## config.mk

```make
export PLATFORM = sky130hd
export DESIGN_NAME = rom_skew_feeder
export DESIGN_NICKNAME = d
export VERILOG_FILES = /design/src/rtl/systolic_pkg.sv /design/src/rtl/skew_delay_line.sv /design/src/rtl/rom_skew_feeder.sv
export SDC_FILE = /design/constraint.sdc
export NUM_CORES = 1
export LEC_CHECK = 0
export CAP_MARGIN = 20
export CORE_UTILIZATION = 25
export CTS_CLUSTER_DIAMETER = 100
export DETAILED_ROUTE_END_ITERATION = 8
export PLACE_DENSITY_LB_ADDON = 0.2
export SLEW_MARGIN = 40
export SYNTH_ARGS = -nofsm -noshare
export SYNTH_HDL_FRONTEND = slang
export SYNTH_SLANG_ARGS = --single-unit
```

## constraint.sdc

```tcl
create_clock -name clk -period 7.2 [get_ports clk]
set_input_delay 1.44 -clock clk [delete_from_list [all_inputs] [get_ports clk]]
set_output_delay 1.44 -clock clk [all_outputs]
set_load 0.01 [all_outputs]
```

## src/rtl/systolic_pkg.sv

```systemverilog
// rtl/systolic_pkg.sv - shared FSM encoding and lane-slice helpers for the systolic feed path
package systolic_pkg;

    typedef enum logic [1:0] {
        ST_IDLE  = 2'd0,
        ST_FETCH = 2'd1,
        ST_DRAIN = 2'd2
    } fsm_state_t;

    // Default width of one operand lane (one ROM byte)
    localparam int LANE_SLICE_W = 8;

    // Bit position of the least significant bit of lane 'lane' in a packed word
    function automatic int lane_lsb(input int lane, input int width);
        return lane * width;
    endfunction

endpackage

```

## src/rtl/skew_delay_line.sv

```systemverilog
// rtl/skew_delay_line.sv - per-lane data+valid shift register used to skew operands
module skew_delay_line #(
    parameter int DEPTH      = 1,
    parameter int DATA_WIDTH = 8
) (
    input  logic                  clk,
    input  logic                  rst_n,
    input  logic [DATA_WIDTH-1:0] tdata,
    input  logic                  tvalid,
    output logic [DATA_WIDTH-1:0] skew_tdata,
    output logic                  skew_tvalid,
    output logic                  busy
);

    generate
        if (DEPTH == 0) begin : g_pass
            assign skew_tdata  = tdata;
            assign skew_tvalid = tvalid;
            assign busy        = 1'b0;
        end else begin : g_shift
            logic [DEPTH-1:0][DATA_WIDTH-1:0] data_q;
            logic [DEPTH-1:0]                 valid_q;

            // Shift data and valid one slot per cycle; empty slots carry zero data
            always_ff @(posedge clk) begin
                if (!rst_n) begin
                    data_q  <= '0;
                    valid_q <= '0;
                end else begin
                    data_q[0]  <= tvalid ? tdata : '0;
                    valid_q[0] <= tvalid;
                    for (int i = 1; i < DEPTH; i++) begin
                        data_q[i]  <= data_q[i-1];
                        valid_q[i] <= valid_q[i-1];
                    end
                end
            end

            assign skew_tdata  = data_q[DEPTH-1];
            assign skew_tvalid = valid_q[DEPTH-1];
            assign busy        = |valid_q;
        end
    endgenerate

endmodule

```

## src/rtl/rom_skew_feeder.sv

```systemverilog
// rtl/rom_skew_feeder.sv - ROM burst sequencer with diagonal operand skew for the systolic array
module rom_skew_feeder
    import systolic_pkg::*;
#(
    parameter int ADDR_WIDTH = 9,
    parameter int DATA_WIDTH = 8,
    parameter int NUM_BANKS  = 16,
    parameter int CNT_WIDTH  = 8
) (
    input  logic                            clk,
    input  logic                            rst_n,
    input  logic                            start,
    input  logic [ADDR_WIDTH-1:0]           base_addr,
    input  logic [CNT_WIDTH-1:0]            num_vec,
    output logic [ADDR_WIDTH-1:0]           rom_addr,
    input  logic [DATA_WIDTH*NUM_BANKS-1:0] rom_dout,
    output logic [DATA_WIDTH*NUM_BANKS-1:0] lane_data,
    output logic [NUM_BANKS-1:0]            lane_valid,
    output logic                            busy,
    output logic                            done
);

    localparam int                    WORD_W     = DATA_WIDTH * NUM_BANKS;
    localparam int                    DRAIN_W    = $clog2(NUM_BANKS + 2);
    // Cycles from entering DRAIN until the deepest lane has shown the last vector
    localparam logic [DRAIN_W-1:0]    DRAIN_LOAD = DRAIN_W'(NUM_BANKS + 1);
    // An empty burst still holds busy for one DRAIN cycle before done
    localparam logic [DRAIN_W-1:0]    DRAIN_ZERO = DRAIN_W'(1);
    localparam logic [ADDR_WIDTH-1:0] ADDR_STEP  = ADDR_WIDTH'(NUM_BANKS);
    localparam logic [CNT_WIDTH-1:0]  CNT_ONE    = CNT_WIDTH'(1);

    fsm_state_t             state_q, state_d;
    logic [ADDR_WIDTH-1:0]  addr_q, addr_d;
    logic [CNT_WIDTH-1:0]   vec_idx_q, vec_idx_d;
    logic [CNT_WIDTH-1:0]   num_q, num_d;
    logic [DRAIN_W-1:0]     drain_q, drain_d;
    logic                   issue_q, issue_d;
    logic                   rd_valid_q;
    logic [WORD_W-1:0]      stage0_data_q;
    logic                   stage0_valid_q;
    logic [NUM_BANKS-1:0]   lane_busy;
    logic                   pipes_empty;

    assign rom_addr = addr_q;
    assign busy     = (state_q != ST_IDLE);

    assign pipes_empty = !issue_q && !rd_valid_q && !stage0_valid_q
                         && !(|lane_busy) && !(|lane_valid);

    // FSM, address counter, vector counter and drain counter registers
    always_ff @(posedge clk) begin
        if (!rst_n) begin
            state_q   <= ST_IDLE;
            addr_q    <= '0;
            vec_idx_q <= '0;
            num_q     <= '0;
            drain_q   <= '0;
            issue_q   <= 1'b0;
        end else begin
            state_q   <= state_d;
            addr_q    <= addr_d;
            vec_idx_q <= vec_idx_d;
            num_q     <= num_d;
            drain_q   <= drain_d;
            issue_q   <= issue_d;
        end
    end

    // Next-state logic: accept a burst, issue one address per cycle, then drain the skew
    always_comb begin
        state_d   = state_q;
        addr_d    = addr_q;
        vec_idx_d = vec_idx_q;
        num_d     = num_q;
        drain_d   = drain_q;
        issue_d   = 1'b0;
        done      = 1'b0;
        case (state_q)
            ST_IDLE: begin
                if (start) begin
                    addr_d    = base_addr;
                    num_d     = num_vec;
                    vec_idx_d = '0;
                    if (num_vec == '0) begin
                        state_d = ST_DRAIN;
                        drain_d = DRAIN_ZERO;
                    end else begin
                        issue_d = 1'b1;
                        state_d = ST_FETCH;
                    end
                end
            end
            ST_FETCH: begin
                if (vec_idx_q == num_q - CNT_ONE) begin
                    state_d = ST_DRAIN;
                    drain_d = DRAIN_LOAD;
                end else begin
                    addr_d    = addr_q + ADDR_STEP;
                    vec_idx_d = vec_idx_q + CNT_ONE;
                    issue_d   = 1'b1;
                end
            end
            ST_DRAIN: begin
                if (drain_q != '0) begin
                    drain_d = drain_q - DRAIN_W'(1);
                end else if (pipes_empty) begin
                    done    = 1'b1;
                    state_d = ST_IDLE;
                end
            end
            default: begin
                state_d = ST_IDLE;
            end
        endcase
    end

    // Follow the ROM read latency and capture its output into stage 0 only for issued reads
    always_ff @(posedge clk) begin
        if (!rst_n) begin
            rd_valid_q     <= 1'b0;
            stage0_valid_q <= 1'b0;
            stage0_data_q  <= '0;
        end else begin
            rd_valid_q     <= issue_q;
            stage0_valid_q <= rd_valid_q;
            stage0_data_q  <= rd_valid_q ? rom_dout : '0;
        end
    end

    // Lane k is delayed k cycles behind stage 0; lane 0 is taken straight from stage 0
    for (genvar k = 0; k < NUM_BANKS; k++) begin : g_lane
        localparam int LSB = lane_lsb(k, DATA_WIDTH);
        if (k == 0) begin : g_direct
            assign lane_data[LSB +: DATA_WIDTH] = stage0_data_q[LSB +: DATA_WIDTH];
            assign lane_valid[k]                = stage0_valid_q;
            assign lane_busy[k]                 = 1'b0;
        end else begin : g_skew
            skew_delay_line #(
                .DEPTH      (k),
                .DATA_WIDTH (DATA_WIDTH)
            ) u_skew (
                .clk         (clk),
                .rst_n       (rst_n),
                .tdata       (stage0_data_q[LSB +: DATA_WIDTH]),
                .tvalid      (stage0_valid_q),
                .skew_tdata  (lane_data[LSB +: DATA_WIDTH]),
                .skew_tvalid (lane_valid[k]),
                .busy        (lane_busy[k])
            );
        end
    end

endmodule

```

==> metrics.md <==
| Metric | Value |
|---|---|
| Part of the Yosys area used for sequential elements | `69.8%` |
| Most frequent cells in the layout | `dfxtp_1 (1136), and2_1 (858), clkdlybuf4s50_1 (301), and3_1 (248), clkbuf_16 (131)` |
| Hold path start | `g_lane[4].g_skew.u_skew.g_shift.data_q[8]$_SDFF_PN0_` |
| Row count | `132` |
| Setup Viol. Count Final | `0` |
| Hold Fails Final Rpt | `0` |
| Worst Reg-to-Reg Cells | `6` |
| Post-route setup TNS | `0 ns` |
| FMAX | `232 MHz` |
| Placed Instances | `4505` |
| Fin crit share | `59.8%` |
| Port bufs | `302` |
| RSZ-0062 raised after global routing | `no` |
| Post-Syn Area per Cell | `11.9 um2` |
| Core area | `129000 um2` |
| Largest buffer count on any clock path | `3` |
| Largest area contributor in the netlist | `dfxtp_1` |
| Residual DRC | `0` |
| Crit Path Class | `flip-flop to primary output` |
| Via density | `3.63` |
| Worst hold endpoint | `g_lane[4].g_skew.u_skew.g_shift.data_q[16]$_SDFF_PN0_` |
| Routed wire length per instance | `12.1 um` |
| Largest net degree at the start of global routing | `253` |
| Leakage | `16.9 nW` |
| Tmin final | `4.31 ns` |
| Initial core utilization | `25.2%` |
| CTS Hold Bufs | `0` |
| Clk_lat worst skew | `0.75 ns` |
| Die Y | `363 um` |
| Utilization after layout | `31.4%` |
| Number of synthesized flops with an enable pin | `0` |
| Sink Count | `1138` |
| Pre-CTS setup slack | `3.31 ns` |
| Status | `finished clean` |
| Worst setup margin | `2.89 ns` |
| Reg2Reg Launch Point | `state_q[1]$_SDFFE_PN0P_` |
| Worst setup SP type | `flip-flop` |
| Nets | `3055` |
| Die area | `132000 um2` |
| Via Count | `17200` |
| Pre-antenna DRT Iters | `6` |
| Clock-pin slew on the worst setup and hold paths | `0.06 ns` |
| Crit path DAT | `2.87 ns` |
| Worst IR drop on VDD | `0.223 mV` |
| Seq cells post-synth | `1138` |
| R2r endpoint | `rom_addr[0]$_SDFFE_PN0P_` |
| Root Buffer | `clkbuf_16` |
| Worst-Margin Slew | `0.814 ns` |
| Top cells by area, synth | `dfxtp_1 (70%), and2_1 (16%), and3_1 (4.8%), buf_4 (3.0%), clkbuf_1 (1.8%)` |
| Hold Path Depth | `1` |
| Initial antenna violation count | `10` |
| Worst setup path startpoint | `drain_q[1]$_SDFFE_PN0P_` |
| Post-DP HPWL | `31500 um` |
| Commonest non-fill, non-tap cell in the layout | `dfxtp_1` |
| Synth Flop Type | `dfxtp_1` |
| Net count after synthesis | `2899` |
| Vias in the first global route | `17400` |
| Worst reg-to-reg setup slack | `4.22 ns` |
| Synthesized instance count | `2742` |
| Routed wire length | `57100 um` |
| CP endpoint kind | `primary output` |
| Total global-route track usage | `8.92%` |
| Mapped cell area | `32600 um2` |
| Pwr/cell area | `333 nW/um2` |
| Die Span X | `363 um` |
| Initial DRC count | `854` |
| Post-cts sizing count | `0` |
| Warning count from the yosys run | `0` |
| Antenna violation net count after detailed routing | `0` |
| CTS tree | `yes` |
| Crit Path Max Fanout | `3` |
| Clk_skew | `0.0285 ns` |
| Congestion Overflow GR | `0` |
| WP data required | `5.76 ns` |
| Library cells used by synthesis | `53` |
| Max-Cap Viols | `0` |
| CTS buffer count | `131` |
| First-pass GRT wire length | `93700 um` |
| Slew margin rel. | `45.3%` |
| Setup Buffers After CTS | `0` |
| Slew Limit Fails | `0` |
| Tightest Hold Check Type | `flip-flop to flip-flop` |
| Num ports | `303` |
| Layout cells sized above 1 | `7.41%` |
| H-tree depth | `4` |
| Post-Layout Cell Count | `4740` |
| Area grow syn2layout | `24.7%` |
| Fill cell count | `13300` |
| Yosys top cell area share | `69.8%` |
| Worst hold slack | `0.419 ns` |
| Asr flop ratio synth | `0%` |
| GPL Wtd Cong | `0.701` |
==> worst max-delay path by stage <==
stage                                          to  slack (ns)  cells past startpoint
after floorplan           drain_q[2]$_SDFFE_PN0P_        4.06                      6
after global placement    drain_q[2]$_SDFFE_PN0P_        3.37                      7
after detailed placement  drain_q[2]$_SDFFE_PN0P_        3.31                      7
after CTS                                    done        2.73                      6
after global routing                         done        2.65                      6
final                                        done        2.89                      6
==> registers in the layout, summed over array words and instances, names as in the netlist <==
name / cells
g_lane.g_skew.u_skew.g_shift.data_q: 840
drain_q: 5
rd_valid_q: 1
num_q: 8
rom_addr: 9
state_q: 2
vec_idx_q: 8
g_lane.g_skew.u_skew.skew_tdata: 120
stage0_data_q: 128
stage0_valid_q: 1
issue_q: 1
g_lane.g_skew.u_skew.g_shift.valid_q: 15
==> cells in the mapped netlist (all sizes together) (2+ instances only) <==
library cell and number:
nor3 3, xnor2 5, dfxtp 1138, xor2 4, a31oi 2, a311oi 2, nand2 39, inv 13
or3 6, o21ai 11, or4 7, o311ai 2, and3 248, nand3b 2, nand3 15, nor4 6
and2 858, buf 134, nand2b 4, o211ai 2, mux2i 5, o22ai 4, a211oi 3, o31ai 9
clkbuf 156, a21oi 24, ha 9, a31o 4, nor2 13
==> per-stage QoR <==
| stage | instance area, um2 | total power (W) |
|---|---|---|
| CTS | 40600 | 0.0139 |
| floorplan | 32600 | 0.00696 |
| detailed placement | 36400 | 0.00725 |
| finish | 40700 | 0.0135 |
| global route | 40700 | 0.0142 |
| global placement | 36300 | 0.00724 |
==> critical path, cell delays in order, from the launching register on <==
cell	delay [ns]
dfxtp_1	0.32
inv_1	0.09
ha_1	0.17
nor4b_1	0.58
nand3_1	0.19
nor3_1	0.18
clkdlybuf4s50_1	0.59
==> logic make-up (layout without fill, tap and decap cells) <==
kind of cell / Yosys count / count (layout) / synth area share [%]
AO/OA/AOI/OAI: 72 / 72 / 1.57
XOR/XNOR: 9 / 9 / 0.242
other: 0 / 4 / 0
flip-flops: 1138 / 1138 / 69.8
multiplexers: 5 / 5 / 0.153
AND/OR/NAND/NOR: 1206 / 1206 / 22.8
buffers and inverters: 303 / 555 / 5.07
adder cells (fa/ha/maj): 9 / 9 / 0.345
==> power breakdown <==
group / internal, W / switching (W)
registers: 0.00638 / 0.0000588
logic: 0.000265 / 0.000394
clock network: 0.00381 / 0.00262
total: 0.0105 / 0.00307
==> area by class of cell <==
| cell class | count | area [um2] | area share (%) |
|---|---|---|---|
| sequential | 1138 | 22800 | 56.0 |
| tap | 1742 | 2180 | 5.36 |
| multi-input combinational | 1301 | 8180 | 20.1 |
| inverter | 13 | 48.8 | 0.120 |
| clock inverter | 41 | 556 | 1.37 |
| clock buffer | 188 | 3680 | 9.05 |
| antenna | 4 | 10.0 | 0.0246 |
| timing repair buffer | 313 | 3220 | 7.93 |
==> metal layers <==
layer  track usage, %  wire, um  up-vias  share of wire, %
met1             10.7     26200     7799                46
met5                0        92        -              0.16
met4             4.49      1930       14               3.4
met3             4.69      5290      151               9.3
met2             12.9     23700      387                41
li1                 -         -     8843                 -
(Power assumes the default switching activity.)
